### src/rtl/spi_to_uart_bridge_pkg.sv
// Shared definitions for the SPI/UART bridge pair: UART FSM encoding, frame size, bit timing.
`timescale 1ns/1ps
package spi_to_uart_bridge_pkg;

  typedef enum logic [1:0] {
    IDLE  = 2'd0,
    START = 2'd1,
    DATA  = 2'd2,
    STOP  = 2'd3
  } uart_state_t;

  localparam int FRAME_BITS = 10;

  function automatic int clks_per_bit(input int clock_freq, input int baudrate);
    return clock_freq / baudrate;
  endfunction

endpackage

### src/rtl/spi_to_uart_bridge_uart_tx.sv
// 8N1 UART transmitter with valid/ready byte input; usb_tx is driven straight from a register.
`timescale 1ns/1ps
module spi_to_uart_bridge_uart_tx
  import spi_to_uart_bridge_pkg::*;
#(
  parameter int CLKS_PER_BIT = 160
) (
  input  logic       clk,
  input  logic       rst_n,
  input  logic [7:0] data,
  input  logic       valid,
  output logic       ready,
  output logic       usb_tx,
  output logic       active
);

  localparam int CW = $clog2(CLKS_PER_BIT);

  uart_state_t   state, state_nx;
  logic [CW-1:0] cnt;
  logic [2:0]    idx;
  logic [7:0]    shreg;
  logic          bit_done;

  assign bit_done = (cnt == CW'(CLKS_PER_BIT - 1));
  assign active   = (state != IDLE);

  always_ff @(posedge clk or negedge rst_n) begin
    if (!rst_n) state <= IDLE;
    else        state <= state_nx;
  end

  // Accepting in the last STOP cycle chains frames with no idle gap.
  always_comb begin
    state_nx = state;
    ready    = 1'b0;
    case (state)
      IDLE: begin
        ready = 1'b1;
        if (valid) state_nx = START;
      end
      START: if (bit_done) state_nx = DATA;
      DATA:  if (bit_done && idx == 3'd7) state_nx = STOP;
      STOP: begin
        if (bit_done) begin
          ready    = 1'b1;
          state_nx = valid ? START : IDLE;
        end
      end
      default: state_nx = IDLE;
    endcase
  end

  always_ff @(posedge clk or negedge rst_n) begin
    if (!rst_n) begin
      cnt    <= '0;
      idx    <= '0;
      shreg  <= '0;
      usb_tx <= 1'b1;
    end else if (ready && valid) begin
      shreg  <= data;
      cnt    <= '0;
      idx    <= '0;
      usb_tx <= 1'b0;
    end else if (state != IDLE) begin
      if (!bit_done) begin
        cnt <= cnt + 1'b1;
      end else begin
        cnt <= '0;
        case (state)
          START: usb_tx <= shreg[0];
          DATA: begin
            shreg  <= {1'b0, shreg[7:1]};
            idx    <= idx + 3'd1;
            usb_tx <= (idx == 3'd7) ? 1'b1 : shreg[1];
          end
          default: usb_tx <= 1'b1;
        endcase
      end
    end
  end

endmodule

### src/rtl/spi_to_uart_bridge.sv
// Mode-0 SPI target that queues received bytes in a small FIFO and sends each one out as an 8N1 UART frame.
`timescale 1ns/1ps
module spi_to_uart_bridge
  import spi_to_uart_bridge_pkg::*;
#(
  parameter int CLOCK_FREQ = 100000000,
  parameter int BAUDRATE   = 625000,
  parameter int FIFO_DEPTH = 4
) (
  input  logic clk,
  input  logic rst_n,
  input  logic SCLK,
  input  logic MOSI,
  input  logic CS,
  output logic usb_tx,
  output logic busy,
  output logic overflow
);

  localparam int CLKS_PER_BIT = clks_per_bit(CLOCK_FREQ, BAUDRATE);
  localparam int PW           = $clog2(FIFO_DEPTH);

  logic [1:0] sclk_s, mosi_s, cs_s;
  logic       sclk_prev, sclk_rise;
  logic [7:0] shift;
  logic [2:0] bit_cnt;
  logic       push;
  logic [7:0] rx_byte;

  always_ff @(posedge clk or negedge rst_n) begin
    if (!rst_n) begin
      sclk_s    <= '0;
      mosi_s    <= '0;
      cs_s      <= 2'b11;
      sclk_prev <= 1'b0;
    end else begin
      sclk_s    <= {sclk_s[0], SCLK};
      mosi_s    <= {mosi_s[0], MOSI};
      cs_s      <= {cs_s[0], CS};
      sclk_prev <= sclk_s[1];
    end
  end

  assign sclk_rise = sclk_s[1] & ~sclk_prev;
  assign rx_byte   = {shift[6:0], mosi_s[1]};
  assign push      = ~cs_s[1] & sclk_rise & (bit_cnt == 3'd7);

  // Deasserted CS holds the shifter clear, so a partial byte is simply forgotten.
  always_ff @(posedge clk or negedge rst_n) begin
    if (!rst_n) begin
      shift   <= '0;
      bit_cnt <= '0;
    end else if (cs_s[1]) begin
      shift   <= '0;
      bit_cnt <= '0;
    end else if (sclk_rise) begin
      shift   <= rx_byte;
      bit_cnt <= bit_cnt + 3'd1;
    end
  end

  logic [7:0] mem [FIFO_DEPTH];
  logic [PW:0] wr_ptr, rd_ptr;
  logic        empty, full, pop, wr_en, tx_ready, tx_active;

  assign empty = (wr_ptr == rd_ptr);
  assign full  = (wr_ptr[PW] != rd_ptr[PW]) && (wr_ptr[PW-1:0] == rd_ptr[PW-1:0]);
  assign pop   = tx_ready & ~empty;
  assign wr_en = push & (~full | pop);

  always_ff @(posedge clk) begin
    if (wr_en) mem[wr_ptr[PW-1:0]] <= rx_byte;
  end

  always_ff @(posedge clk or negedge rst_n) begin
    if (!rst_n) begin
      wr_ptr   <= '0;
      rd_ptr   <= '0;
      overflow <= 1'b0;
      busy     <= 1'b0;
    end else begin
      if (wr_en) wr_ptr <= wr_ptr + 1'b1;
      if (pop)   rd_ptr <= rd_ptr + 1'b1;
      if (push && !wr_en) overflow <= 1'b1;
      busy <= tx_active | ~empty;
    end
  end

  spi_to_uart_bridge_uart_tx #(
    .CLKS_PER_BIT(CLKS_PER_BIT)
  ) u_uart_tx (
    .clk    (clk),
    .rst_n  (rst_n),
    .data   (mem[rd_ptr[PW-1:0]]),
    .valid  (~empty),
    .ready  (tx_ready),
    .usb_tx (usb_tx),
    .active (tx_active)
  );

endmodule
### config.mk
export PLATFORM = sky130hd
export DESIGN_NAME = spi_to_uart_bridge
export DESIGN_NICKNAME = d
export VERILOG_FILES = /design/src/rtl/spi_to_uart_bridge_pkg.sv /design/src/rtl/spi_to_uart_bridge_uart_tx.sv /design/src/rtl/spi_to_uart_bridge.sv
export SDC_FILE = /design/constraint.sdc
export NUM_CORES = 1
export LEC_CHECK = 0
export BUFFER_PORTS_ARGS = -buffer_cell sky130_fd_sc_hd__buf_2
export CAP_MARGIN = 20
export CORE_MARGIN = 4
export CORE_UTILIZATION = 60
export CTS_CLUSTER_SIZE = 30
export DETAILED_ROUTE_END_ITERATION = 10
export GPL_TIMING_DRIVEN = 1
export PLACE_DENSITY = 0.81
export SETUP_SLACK_MARGIN = 0.05
export SLEW_MARGIN = 25
export SYNTH_ARGS = -nofsm -noshare
export SYNTH_HDL_FRONTEND = slang
export SYNTH_SLANG_ARGS = --single-unit
export TNS_END_PERCENT = 10
### constraint.sdc
create_clock -name clk -period 3.5 [get_ports clk]
set_clock_uncertainty 0.2 [all_clocks]
set_input_delay 0.35 -clock clk [delete_from_list [all_inputs] [get_ports clk]]
set_output_delay 0.35 -clock clk [all_outputs]
set_load 0.01 [all_outputs]
-- Yosys cells after proc, flatten, opt, wreduce, memory -nomap -nowiden
Memory sizes are Yosys's and may differ from the RTL's.
Index checks and enable logic that the tools add are counted.
- logic and storage cells: 89
- output and inout port bits: 3
- memories: 1
- bits of input ports: 5
- RAM bits: 32
- flip-flop bits (word level): 47
- memories (memory ; words ; bits a word ; rd ports ; clocked after Yosys merged registers in ; wr ports ; line ; text):
    mem ; 4 ; 8 ; 1 ; 0 ; 1 ; spi_to_uart_bridge.sv:62 ; logic [7:0] mem [FIFO_DEPTH];
- muxes and demuxes: 30
- add/sub/neg operators: 5
- reduce and logical (&&, ||, !) cells: 14
- bitwise logic cells: 11
- equality and inequality tests: 13
- operators by type and width (operator ; number):
    $mux W8 ; 7
    $mux W3 ; 6
    $mux W7 ; 2
    $add A3 B1 Y3 const B ; 4
    $reduce_bool A2 Y1 ; 5
    $add A8 B1 Y8 const B ; 1
    $eq A8 B8 Y1 const B ; 1
    $mux W1 ; 8
    $mux W2 ; 4
    $pmux W2 S4 ; 1
    $eq A3 B3 Y1 const B ; 2
    $ne A2 B1 Y1 const B ; 3
    $and A1 B1 Y1 ; 5
    $eq A2 B2 Y1 const B ; 2
    $logic_and A1 B1 Y1 ; 4
    $not A1 Y1 ; 4
    $pmux W1 S2 ; 2
    $reduce_and A4 Y1 ; 1
    $eq A3 B3 Y1 ; 1
    $reduce_and A3 Y1 ; 1
    $eq A2 B1 Y1 const B ; 1
    $eq A2 B2 Y1 ; 1
    $logic_not A2 Y1 ; 1
    $ne A2 B2 Y1 const B ; 1
    4 further kinds ; 5

-- Logic depth before layout (Yosys ltp)
- depth in word-level cells: 8
- depth in mapped cells: 8

-- Cells and area by module
A second synthesis with hierarchy kept.
- cell total of the unflattened synthesis: 281
- area, all modules: 3656.0 um2
- modules (own cells, without submodules) (module ; area an instance (um2) ; seq. area each (um2) ; times used ; cells an instance):
    spi_to_uart_bridge ; 2263.4 ; 1589.0 ; 1 ; 141
    spi_to_uart_bridge_uart_tx ; 1392.6 ; 551.8 ; 1 ; 140

-- Least setup slack after synthesis
OpenSTA, ideal clock, no wires.
- kind: register -> register
- start point: register u_uart_tx.cnt[0]
- end point: memory mem[1][0] (enable)
- setup time: 0.385 ns
- arrival time: 1.983 ns
- stages on the path, launching flop included: 7
- clock period less this slack: 2.568 ns
- slack: 0.932 ns
- cells stage by stage: dfrtp_1 ha_1 and4_1 clkbuf_1 a31oi_2 o21a_1 nor3b_1
- word-level cells in the longest chain between the ends: 8
- RTL lines (element ; line ; text):
    start: declaration ; spi_to_uart_bridge_uart_tx.sv:20 ; logic [CW-1:0] cnt;
    start signal: assignment ; spi_to_uart_bridge_uart_tx.sv:67 ; cnt <= cnt + 1'b1;
    $eq A8 B8 Y1 ; spi_to_uart_bridge_uart_tx.sv:25 ; assign bit_done = (cnt == CW'(CLKS_PER_BIT - 1));
    $mux W1 ; spi_to_uart_bridge_uart_tx.sv:45 ; if (bit_done) begin
    $pmux W1 S2 ; spi_to_uart_bridge_uart_tx.sv:37 ; case (state)
    $and A1 B1 Y1 ; spi_to_uart_bridge.sv:68 ; assign pop = tx_ready & ~empty;
    $or A1 B1 Y1 ; spi_to_uart_bridge.sv:69 ; assign wr_en = push & (~full | pop);
    $and A1 B1 Y1 ; spi_to_uart_bridge.sv:69 ;
    $mux W1 ; spi_to_uart_bridge.sv:72 ; if (wr_en) mem[wr_ptr[PW-1:0]] <= rx_byte;
    $mux W1 (implied by the code) ; spi_to_uart_bridge.sv:72 ;
    end: declaration ; spi_to_uart_bridge.sv:62 ;
No other way between the ends.

-- Worst setup path after layout
- start point: register u_uart_tx.state[0]
- end point: register u_uart_tx.idx[0]
- word-level cells in the longest chain between the ends: 5
- RTL lines (element ; line ; text):
    start: declaration ; spi_to_uart_bridge_uart_tx.sv:19 ; uart_state_t state, state_nx;
    start signal: assignment ; spi_to_uart_bridge_uart_tx.sv:30 ; else state <= state_nx;
    $eq A2 B2 Y1 / $logic_not A2 Y1 (equally long branches) ; spi_to_uart_bridge_uart_tx.sv:37 ;
    $pmux W1 S2 ; spi_to_uart_bridge_uart_tx.sv:37 ;
    $logic_and A1 B1 Y1 ; spi_to_uart_bridge_uart_tx.sv:60 ; end else if (ready && valid) begin
    $reduce_bool A2 Y1 (no source line) ; -- ;
    $reduce_and A3 Y1 (no source line) ; -- ;
    end signal: assignment ; spi_to_uart_bridge_uart_tx.sv:74 ; idx <= idx + 3'd1;
    end: declaration ; spi_to_uart_bridge_uart_tx.sv:21 ; logic [2:0] idx;
Several ways; a longest one is shown, not always the timed one.
A chain may end at the register's enable or synchronous reset.

==> impl_metrics.yaml <==
cells_and_area:
  multiInputGateArea_mm2: 0.00142
  final_layout_size_suffix_gt1_frac: 0.194
  final_cell_mix: "dfrtp_1 (44), nand2_1 (35), edfxtp_1 (32), a21oi_1 (15)"
  fillCellCount: 452
  design_area_mm2: 0.00405
  areaGrowthSynthToFinish_pct: 9.81
  num_antenna_cells: 0
  nets: 318
  stdcell_count: 379
  seq_area_mm2: 0.00214
  final_common_cell: "dfrtp_1"
place:
  place_area_mm2: 0.00379
  dpl.hpwl_mm: 4.54
  gp_congestion: 0.826
  place_inst: 359
  numPortBuffers: 7
die:
  die_x_um: 86.4
  die-area_mm2: 0.00746
  row_count: 28
  io_pins: 8
  core_area_mm2: 0.00596
  die_height_um: 86.4
  start_util: 0.619
global_routing:
  grt_max_degree: 48
  first_global_vias: 2428
  grt_pass1_wl_mm: 11.7
  grt_usage: 0.205
  antenna_found_initial: 0
  grt_remaining_overflow: 0
clock_tree:
  clock_path_buffers: 2
  clkLatencyLatePin_ps: 350
  clk_pin_slew_ps: 80
  cts_buffers: 9
  cts.sinks: 79
  htreeDepth: 3
  cts_root_buf: "clkbuf_8"
  cts_tree: "done"
  cts_resized: 0
routing:
  totalWireLength_mm: 6.72
  drt-vias-per-instance: 6.18
  wl_per_cell_um: 17.7
  postRouteAntennaNets: 0
  dr.first_iter.drc_count: 144
  vias: 2342
  dr.pass1.iters: 4
  drc_errors: 0
power_and_ir_drop:
  powerDensity_mw_per_mm2: 725
  vdd_ir_drop_max_mv: 0.477
  power_leakage_uw: 0.00157
worst_setup_path:
  max_stage_delay_ps: 550
  reg2reg_to: "u_uart_tx.idx[0]$_DFFE_PN0P_"
  crit_slowest_cell: "ha_1"
  critPathLaunchType: "flop"
  r2r_cells: 6
  reg2reg_from: "u_uart_tx.state[0]$_DFFE_PN0P_"
  end_kind: "flop"
  path_cells: "inv_1 -> ha_1 -> inv_1 -> a311oi_2 -> o221ai_2 -> mux2_2"
  r2r_slack_ps: 670
  cp.arrival_ps: 2860
  path_buf_inv: 2
  worstSetupPathType: "flop to flop"
  cpLargestDelayFamily: "compound AO/OA/AOI/OAI gates"
  cp_common_cell: "inv_1"
  crit_required_ps: 3530
  crit_fanout: 19
synthesis:
  ys_async_sr_fraction: 0.595
  ys_ff_latch: 79
  yosysWarnings: 0
  synthSimpleGateAreaFrac: 0.111
  synth-edff-count: 32
  syn_inst: 284
  yosysUniqueCellTypes: 58
  synth_nets: 303
  synthMuxAreaShare: 0.0608
  synth-compound-area-share: 0.133
  yosys.area_share.adder: 0.0475
  synth_xor_area_frac: 0.0326
  syn_avg_cell_area_um2: 13.0
  synth-seq-area-share: 0.581
  ys.flop_type: "dfrtp_1"
  synth_top_family_by_area: "compound AO/OA/AOI/OAI gates"
  syn_area_mm2: 0.00368
sta:
  min_period_ps: 2830
  slew_headroom: 0.485
  worstMarginPinSlew_ps: 771
  hold-worst-slack_ps: 157
  setup-tns-final_ps: 0
  rsz0062_at_grt: "false"
  period_share: 0.808
  setup_viol: 0
  max_freq_ghz: 0.353
  drv_slew: 0
  final_hold_viol_count: 0
hold_path:
  hold_end: "sclk_s[1]$_DFF_PN0_"
  holdPathStages: 0
  hp-class: "flop to flop"
  min_from: "sclk_s[0]$_DFF_PN0_"
run_status:
  run_status: "completed"
job:
  drv_cap: 0
-- worst max path at each step --
stage	slack, ps	startpoint	cells past startpoint	endpoint
after global placement	770	u_uart_tx.state[0]$_DFFE_PN0P_	6	u_uart_tx.idx[0]$_DFFE_PN0P_
after detailed placement	740	u_uart_tx.state[0]$_DFFE_PN0P_	6	u_uart_tx.idx[0]$_DFFE_PN0P_
after CTS	720	u_uart_tx.state[0]$_DFFE_PN0P_	6	u_uart_tx.idx[0]$_DFFE_PN0P_
after global routing	430	u_uart_tx.state[0]$_DFFE_PN0P_	7	u_uart_tx.state[1]$_DFFE_PN0P_
final	670	u_uart_tx.state[0]$_DFFE_PN0P_	6	u_uart_tx.idx[0]$_DFFE_PN0P_
after floorplan	930	u_uart_tx.cnt[0]$_DFFE_PN0P_	6	mem[1][0]$_DFFE_PP_
-- synth_stat cells, drive strengths merged, types with 4 or more instances --
cell      n  area [um2]
dfrtp    44        1100
nand2    35         131
edfxtp   32         961
a21oi    15        75.1
ha       14         175
inv      14        52.6
nor3     10        50.1
clkbuf    8        40.0
mux4      8         191
a2111oi   7        61.3
a211oi    7        87.6
xor2      7        68.8
buf       6        35.0
nand3     6        30.0
o21ai     6        30.0
nor2      5        21.3
nor3b     5        37.5
xnor2     5        51.3
or4       4        30.0
-- registers in the layout (all words and copies together) (netlist names) --
name	flops
rd_ptr	3
u_uart_tx.idx	3
u_uart_tx.cnt	8
mosi_s	2
sclk_prev	1
overflow	1
shift	7
u_uart_tx.shreg	8
bit_cnt	3
busy	1
wr_ptr	3
sclk_s	2
cs_s	2
mem	32
u_uart_tx.state	2
u_uart_tx.usb_tx	1
-- timing repair --
item	4_1_cts	5_1_grt
hold buffers	3	1
hold endpoints to repair	3	44
buffers inserted	0	0
-- layer usage --
metal / routed length (um) / GRT usage / up-vias / part of all wire
met4: 69 / 0.0963 / 0 / 0.010
met1: 2980 / 0.272 / 1181 / 0.44
met3: 257 / 0.0314 / 7 / 0.038
met2: 3410 / 0.332 / 61 / 0.51
met5: 0 / 0 / - / 0
li1: - / - / 1093 / -
-- power breakdown --
part | leakage [uW] | switching [uW] | total, uW | internal, uW
clock network | 0.000103 | 333 | 685 | 352
logic | 0.000583 | 628 | 1050 | 420
registers | 0.000885 | 110 | 1200 | 1090
-- stage by stage --
step	utilization	setup slack, ps	total power, uW
5_1_grt	0.679	430	3130
3_5_place_dp	0.637	736	2250
3_3_place_gp	0.637	770	2220
4_1_cts	0.676	717	2940
6_report	0.679	671	2930
2_1_floorplan	-	932	2020
-- logic make-up (layout without fill, tap and decap cells) --
kind of cell / after synthesis / in the layout
xor gates and xnor gates: 12 / 12
DFF: 79 / 79
adders and majority gates: 14 / 14
AOI/OAI and AO/OA: 60 / 60
and+or+nand+nor: 80 / 80
muxes: 11 / 11
buffers and inverters: 28 / 48
-- area by class of cell --
cell class / instances / area share
inverter: 14 / 0.0130
timing repair buffer: 18 / 0.0322
clock inverter: 6 / 0.0170
multi-input combinational: 177 / 0.352
clock buffer: 10 / 0.0340
sequential: 79 / 0.529
tap: 75 / 0.0232
Power figures use the tool's default switching activity.
